## config.mk

```make
export PLATFORM = sky130hd
export DESIGN_NAME = mesh_task_sched
export DESIGN_NICKNAME = d
export VERILOG_FILES = /design/src/rtl/mesh_ctrl_pkg.sv /design/src/rtl/sat_counter.sv /design/src/rtl/mesh_task_sched.sv
export SDC_FILE = /design/constraint.sdc
export NUM_CORES = 1
export LEC_CHECK = 0
export CAP_MARGIN = 10
export CORE_ASPECT_RATIO = 0.5
export CORE_MARGIN = 4
export CORE_UTILIZATION = 35
export CTS_CLUSTER_DIAMETER = 80
export CTS_CLUSTER_SIZE = 12
export DETAILED_ROUTE_END_ITERATION = 6
export PLACE_DENSITY = 0.69
export RECOVER_POWER = 25
export SETUP_SLACK_MARGIN = 0.3
export SLEW_MARGIN = 10
export SYNTH_ARGS = -nofsm -noshare
export SYNTH_HDL_FRONTEND = slang
export SYNTH_SLANG_ARGS = --single-unit
```

## constraint.sdc

```tcl
create_clock -name clk -period 3.99 [get_ports clk]
set_input_delay 1.197 -clock clk [delete_from_list [all_inputs] [get_ports clk]]
set_output_delay 1.197 -clock clk [all_outputs]
set_load 0.05 [all_outputs]
```

## src/rtl/mesh_ctrl_pkg.sv

```systemverilog
// Shared definitions for the mesh traffic-test controllers: run FSM encoding and mesh size.
package mesh_ctrl_pkg;

    localparam int PE_NUM = 8;

    typedef enum logic [1:0] {
        IDLE  = 2'd0,
        FLUSH = 2'd1,
        RUN   = 2'd2,
        DONE  = 2'd3
    } sched_state_e;

endpackage

```

## src/rtl/sat_counter.sv

```systemverilog
// Saturating up-counter with synchronous clear and a "next count reaches limit" flag.
module sat_counter #(
    parameter int CNT_W = 16
) (
    input  logic             clk,
    input  logic             rst_n,
    input  logic             clr,
    input  logic             inc,
    input  logic [CNT_W-1:0] lim,
    output logic [CNT_W-1:0] count,
    output logic             lim_hit
);

    // One extra bit keeps count+1 from wrapping when count is already saturated.
    assign lim_hit = (lim != '0) &&
                     (({1'b0, count} + (CNT_W+1)'(1)) >= {1'b0, lim});

    // NOTE: sequential state uses non-blocking assignments so every flop samples pre-edge values.
    always_ff @(posedge clk or negedge rst_n) begin
        if (!rst_n) begin
            count <= '0;
        end else if (clr) begin
            count <= '0;
        end else if (inc && (count != '1)) begin
            count <= count + CNT_W'(1);
        end
    end

endmodule

```

## src/rtl/mesh_task_sched.sv

```systemverilog
// Run-level sequencer for the 2x4 mesh traffic test: flush, enable, wait for finish flags, report.
module mesh_task_sched #(
    parameter int PE_NUM    = mesh_ctrl_pkg::PE_NUM,
    parameter int CNT_W     = 16,
    parameter int FLUSH_CYC = 4
) (
    input  logic              clk,
    input  logic              rst_n,
    input  logic              start,
    input  logic              abort,
    input  logic [PE_NUM-1:0] pe_mask,
    input  logic [CNT_W-1:0]  timeout_lim,
    input  logic [PE_NUM-1:0] send_finish,
    input  logic [PE_NUM-1:0] recv_finish,
    output logic [PE_NUM-1:0] pe_enable,
    output logic [PE_NUM-1:0] pe_flush,
    output logic              busy,
    output logic              done,
    output logic              timed_out,
    output logic              aborted,
    output logic [PE_NUM-1:0] fail_mask,
    output logic [CNT_W-1:0]  run_cycles
);

    import mesh_ctrl_pkg::*;

    localparam int FLUSH_W = (FLUSH_CYC > 1) ? $clog2(FLUSH_CYC) : 1;

    sched_state_e        state_q, state_d;
    logic [PE_NUM-1:0]   mask_q, mask_d;
    logic [CNT_W-1:0]    lim_q, lim_d;
    logic [FLUSH_W-1:0]  flush_cnt_q, flush_cnt_d;
    logic                timed_out_d, aborted_d;
    logic [PE_NUM-1:0]   fail_mask_d, fin;
    logic                accept, run_inc, lim_hit;

    assign fin = send_finish & recv_finish & mask_q;

    sat_counter #(.CNT_W(CNT_W)) u_run_cnt (
        .clk     (clk),
        .rst_n   (rst_n),
        .clr     (accept),
        .inc     (run_inc),
        .lim     (lim_q),
        .count   (run_cycles),
        .lim_hit (lim_hit)
    );

    // NOTE: every signal driven here gets a default first, so no path can infer a latch.
    always_comb begin
        state_d     = state_q;
        mask_d      = mask_q;
        lim_d       = lim_q;
        flush_cnt_d = flush_cnt_q;
        timed_out_d = timed_out;
        aborted_d   = aborted;
        fail_mask_d = fail_mask;
        accept      = 1'b0;
        run_inc     = 1'b0;

        unique case (state_q)
            IDLE: begin
                if (start && (pe_mask != '0)) begin
                    accept      = 1'b1;
                    mask_d      = pe_mask;
                    lim_d       = timeout_lim;
                    timed_out_d = 1'b0;
                    aborted_d   = 1'b0;
                    fail_mask_d = '0;
                    flush_cnt_d = '0;
                    state_d     = FLUSH;
                end
            end
            FLUSH: begin
                if (abort) begin
                    aborted_d   = 1'b1;
                    fail_mask_d = mask_q;
                    state_d     = DONE;
                end else if (flush_cnt_q == FLUSH_W'(FLUSH_CYC - 1)) begin
                    state_d = RUN;
                end else begin
                    flush_cnt_d = flush_cnt_q + FLUSH_W'(1);
                end
            end
            RUN: begin
                run_inc = 1'b1;
                // Finish outranks abort, which outranks the cycle budget.
                if (fin == mask_q) begin
                    state_d = DONE;
                end else if (abort) begin
                    aborted_d = 1'b1;
                    state_d   = DONE;
                end else if (lim_hit) begin
                    timed_out_d = 1'b1;
                    state_d     = DONE;
                end
                if (state_d == DONE) begin
                    fail_mask_d = mask_q & ~fin;
                end
            end
            DONE: state_d = IDLE;
            default: state_d = IDLE;
        endcase
    end

    // Outputs are registered decodes of the next state, so nothing is combinational to a pin.
    always_ff @(posedge clk or negedge rst_n) begin
        if (!rst_n) begin
            state_q     <= IDLE;
            mask_q      <= '0;
            lim_q       <= '0;
            flush_cnt_q <= '0;
            pe_enable   <= '0;
            pe_flush    <= '0;
            busy        <= 1'b0;
            done        <= 1'b0;
            timed_out   <= 1'b0;
            aborted     <= 1'b0;
            fail_mask   <= '0;
        end else begin
            state_q     <= state_d;
            mask_q      <= mask_d;
            lim_q       <= lim_d;
            flush_cnt_q <= flush_cnt_d;
            pe_enable   <= (state_d == RUN)   ? mask_d : '0;
            pe_flush    <= (state_d == FLUSH) ? mask_d : '0;
            busy        <= (state_d != IDLE);
            done        <= (state_d == DONE);
            timed_out   <= timed_out_d;
            aborted     <= aborted_d;
            fail_mask   <= fail_mask_d;
        end
    end

endmodule

```

Word level (Yosys, flattened, before mapping) --
Cells that the tools add are included.
Word-level totals: word-level logic and storage cells 87, bits of input ports 44, register bits after elaboration 72
Operators by class: multiplexer cells 33, equal/unequal tests 18, bitwise logic cells 4, add/subtract/negate cells 3, magnitude comparators 1, reduce and logical (&&, ||, !) cells 16
Operators with widths (count):
- 8-bit 2-to-1 mux | 7
- 16-bit 2-to-1 mux | 2
- 8-bit bitwise AND | 3
- 8-bit one-hot mux with 3 select lines | 1
- 2-bit 2-to-1 mux | 10
- 16-bit by 1-bit adder with 17-bit output, second input constant | 1
- 17-bit by 16-bit >= comparator with 1-bit output | 1
- 16-bit by 1-bit adder with 16-bit output, second input constant | 1
- 16-bit != test, second input constant | 1
- 2-bit != test, second input constant | 8
- 16-bit nonzero test | 1
- 2-bit equality test, second input constant | 6
- 1-bit 2-to-1 mux | 9
- 8-bit equality test | 1
- 8-bit NOT | 1
- 2-bit one-hot mux with 4 select lines | 1
- 4-bit AND reduction | 2
- 2-bit nonzero test | 4
- 8-bit nonzero test | 1
- 5-bit AND reduction | 1
- 2-bit by 1-bit equality test with 1-bit output, second input constant | 2
- 2-bit one-hot mux with 2 select lines | 1
- 1-bit logical AND | 3
- 1-bit one-hot mux with 3 select lines | 1
- other kinds (6) | 6

Logic depth before layout (Yosys ltp) --
word-level depth 10, depth in mapped cells 14

Cells and area by module --
Synthesis repeated with hierarchy kept, for this count alone.
Unflattened totals: cell total of the unflattened synthesis 416, area total of the unflattened synthesis 4071.4 um^2
Modules (own cells, without submodules):
- mesh_task_sched | cells each 238, area an instance 2538.7 um^2, sequential area each 1401.3 um^2, instances 1
- sat_counter | cells each 178, area an instance 1532.7 um^2, sequential area each 400.4 um^2, instances 1

Least setup slack after synthesis --
OpenSTA, ideal clock, no wires.
path kind register -> register, start register u_run_cnt.count[0], end register fail_mask[0], buffers on the path 0, data arrival time 3.637 ns, path slack 0.229 ns, period minus slack after synthesis 3.761 ns, library setup time 0.125 ns, stages on the path, launching flop included 14, path through dfrtp_1 ha_1 nand3_2 nor4_2 and2_1 nand3_1 xnor2_1 ha_1 nand3_1 nor3_1 a22o_2 or3_1 o21ai_4 mux2_2
Between the ends: cells in the longest elaborated chain, start to end 10
Ends and longest elaborated chain:
- from (decl) | RTL line sat_counter.sv:10 | output logic [CNT_W-1:0] count,
- from (signal assigned) | RTL line sat_counter.sv:25 | count <= count + CNT_W'(1);
- 16-bit by 1-bit adder with 17-bit output | RTL line sat_counter.sv:16 | (({1'b0, count} + (CNT_W+1)'(1)) >= {1'b0, lim});
- 17-bit by 16-bit >= comparator with 1-bit output | RTL line sat_counter.sv:16
- 1-bit logical AND | RTL line sat_counter.sv:15 | assign lim_hit = (lim != '0) &&
- 2-bit 2-to-1 mux | RTL line mesh_task_sched.sv:93 | end else if (lim_hit) begin
- 2-bit 2-to-1 mux | RTL line mesh_task_sched.sv:90 | end else if (abort) begin
- 2-bit 2-to-1 mux | RTL line mesh_task_sched.sv:88 | if (fin == mask_q) begin
- 2-bit 2-to-1 mux | RTL line mesh_task_sched.sv:61 | unique case (state_q)
- 2-bit equality test | RTL line mesh_task_sched.sv:97 | if (state_d == DONE) begin
- 2-bit != test (no line)
- 4-bit AND reduction (no line)
- to (signal assigned) | RTL line mesh_task_sched.sv:131 | fail_mask <= fail_mask_d;
- to (decl) | RTL line mesh_task_sched.sv:21 | output logic [PE_NUM-1:0] fail_mask,
No other way between the ends. The select of a mux whose other input is x is not followed. A chain may end at the register's enable or synchronous reset.

Worst setup path in the final report --
start register u_run_cnt.count[0], end register fail_mask[6]
The elaborated chain is that of the path after synthesis.

==> reports/results.tsv <==
stage	metric	value	unit
status	status	finished, violations left	
status	violated checks	max-capacitance violations, max-slew violations	
routing	# DRC	0	
power	leakage power	0.00238	µW
layout	P&R area growth vs syn	33.8	%
clock_tree	CTS tree	yes	
sta	Slew @ Worst Pin	1960	ps
grt	total gr overflow	0	
routing	DRT met1 WL	4600	µm
layout	Layout Cells excl Fill	627	
sta	clk_skew	6.81	ps
yosys	register area share after synthesis	0.460	
placed_design	IO buf count	87	
layout	fin nets	548	
yosys	leading post-synthesis cells by cell area	dfrtp_1 (46%), ha_1 (7.0%), nand2_1 (5.3%)	
sta	Final Cycle Share	0.881	
yosys	Yosys warnings	0	
clock_tree	clk_lat worst skew	330	ps
die	die height	82.8	µm
flow_run	Max Cap Viol	1	
placed_design	Post-DP HPWL	7010	µm
clock_tree	H-tree depth	3	
yosys	Mapped Cells	395	
placed_design	Placed Area	4930	µm²
sta	count of pins over their slew limit	38	
yosys	Commonest cells post-synth	dfrtp_1 (72), nand2_1 (55), nor2_1 (36)	
sta	final setup TNS	0	ps
critical_path	arrival time at the worst endpoint	3730	ps
die	I/O pins	88	
yosys	post-synthesis register bit count	72	
clock_tree	Clock transition at path regs	70	ps
grt	first-pass GRT wire length	15500	µm
sta	Fmax	284	MHz
grt	pin count of the biggest net entering global routing	48	
yosys	ys flop type	dfrtp_1	
yosys	ys async rst share	1.00	
routing	DR top layer	met4	
die	die area	13100	µm²
yosys	syn_nets	461	
hold_path	Hold Crit Class	flip-flop to flip-flop	
die	Core Area	10600	µm²
grt	vias in the first global route	3102	
sta	Rel. slew slack	-0.304	
layout	layout cells sized above 1	0.127	
sta	min cycle time layout	3520	ps
yosys	Mapped Area	3920	µm²
clock_tree	Sink Count	72	
critical_path	RR Startpoint	u_run_cnt.count[0]$_DFFE_PN0P_	
yosys	Synth area leader	dfrtp_1	
critical_path	Max Fanout on Critical Path	8	
yosys	synth unique cells	53	
placed_design	routability cong.	0.806	
clock_tree	# hold bufs at CTS	0	
layout	design area	5250	µm²
power	pwr/cell area	730	nW/µm²
die	Die W	158	µm
clock_tree	Num CTS Buffers	9	
layout	# diodes	0	
clock_tree	Clock Path Buffers	2	
yosys	count leader, synth	dfrtp_1	
hold_path	min-delay src	fail_mask[5]$_DFFE_PN0P_	
sta	Final setup viols	0	
routing	routed len/inst	15.0	µm
critical_path	Crit. Startpoint	u_run_cnt.count[0]$_DFFE_PN0P_	
power	Peak VDD IR	0.254	mV
die	Row Count	26	
yosys	Post-synth EDFFs	0	
yosys	Synth top area share	0.460	
placed_design	Cells after DPL	611	
routing	DRT Pass-1 Iters	4	
critical_path	CP Class	flip-flop to flip-flop	
routing	met2 routed WL	4080	µm
grt	initial antenna violation count	0	
critical_path	CP Capture Type	flip-flop	
routing	ANT nets after route	0	
routing	DRT Wirelength	9380	µm
sta	Final Hold Vio Count	0	
routing	Vias/cell	4.99	
die	initial core utilization	0.371	
critical_path	Startpoint Class	flip-flop	
critical_path	WP data required	4210	ps
sta	RSZ-0062 raised after global routing	no	
grt	gr usage total	0.146	
routing	DR vias	3131	
clock_tree	clock root buffer	clkbuf_16	
routing	WL met3	580	µm
routing	Detailed Route Iter0 Violations	160	
yosys	syn avg cell area	9.92	µm²
==> power breakdown <==
part / internal, µW / total (µW) / switching [µW]
Combinational: 698 / 1840 / 1140
Clock: 498 / 835 / 337
Sequential: 992 / 1150 / 162
==> worst paths after layout <==
kind / to / slack (ps) / cells after the start
worst min register to register: fail_mask[5]$_DFFE_PN0P_ / 510 / 1
worst max register to register: fail_mask[6]$_DFFE_PN0P_ / 470 / 12
worst min-delay path: fail_mask[5]$_DFFE_PN0P_ / 510 / 1
min in group asynchronous: fail_mask[5]$_DFFE_PN0P_ / 1400 / 1
max in group asynchronous: u_run_cnt.count[0]$_DFFE_PN0P_ / 740 / 2
worst max-delay path: fail_mask[6]$_DFFE_PN0P_ / 470 / 12
==> repair_timing <==
action                                  in CTS  in global routing
hold endpoints to repair                     0                  0
buffers inserted                             0                  0
gates resized for setup                      0                  3
endpoints found under the setup margin       0                 25
==> cell families after synthesis <==
family | count (synthesis) | synth area share
buffers and inverters | 36 | 0.0389
muxes | 17 | 0.0485
and+or+nand+nor | 149 | 0.197
adders and majority gates | 22 | 0.0702
AOI/OAI and AO/OA | 70 | 0.121
DFF | 72 | 0.460
xor gates and xnor gates | 29 | 0.0648
==> metal layers <==
layer	vias up	global-route usage
met3	11	0.0457
li1	1537	-
met1	1502	0.205
met4	0	0.0406
met2	81	0.217
met5	-	0
==> worst max-delay path: stages, from the launching register on <==
cell and delay, ps:
dfrtp_2 400, ha_1 230, nand3_2 190, nor3_2 340, and3_1 240, xor2_1 230
ha_1 290, nand2_1 70, nor3_1 50, a22o_2 270, or3_1 400, o21ai_4 320
mux2_2 370
==> through the flow <==
step                power [µW]   util  hold WS, ps  setup slack (ps)
finish                    3830  0.496          506               475
CTS                       3860  0.496          509               374
floorplan                 2470      -          472               402
detailed placement        3010  0.467          495               380
global placement          2970  0.467          491               457
global route              4080  0.496          526               196
==> state kept, by name, indices dropped and copies added, names as in the netlist <==
signal,flops
u_run_cnt.count,16
lim_q,16
mask_q,8
state_q,2
fail_mask,8
aborted,1
done,1
pe_enable,8
pe_flush,8
timed_out,1
flush_cnt_q,2
busy,1
==> placed cells by master (no fill, tap or decap), drive strengths merged, types with 2 or more instances in the layout <==
cell           count
o21ai             28
nand4              4
o311a              2
and3              11
nor4               5
nor2              36
ha                22
nor3b              9
or3b               2
xor2              22
a21o               2
and2               4
a21oi             22
nand2             55
inv               25
a22oi              4
dfrtp             72
clkdlybuf4s50     86
a22o               3
nand3              8
nand2b             6
mux2              16
clkbuf            11
or4                2
buf                3
xnor2              7
nor3               3
==> layout make-up <==
cell class / count / area [µm²]
timing repair buffer: 91 / 892
fill: 970 / 5330
clock buffer: 9 / 225
multi-input combinational: 287 / 1980
clock inverter: 7 / 86.3
tap: 140 / 175
sequential: 72 / 1800
inverter: 21 / 78.8
(Power assumes the default switching activity.)
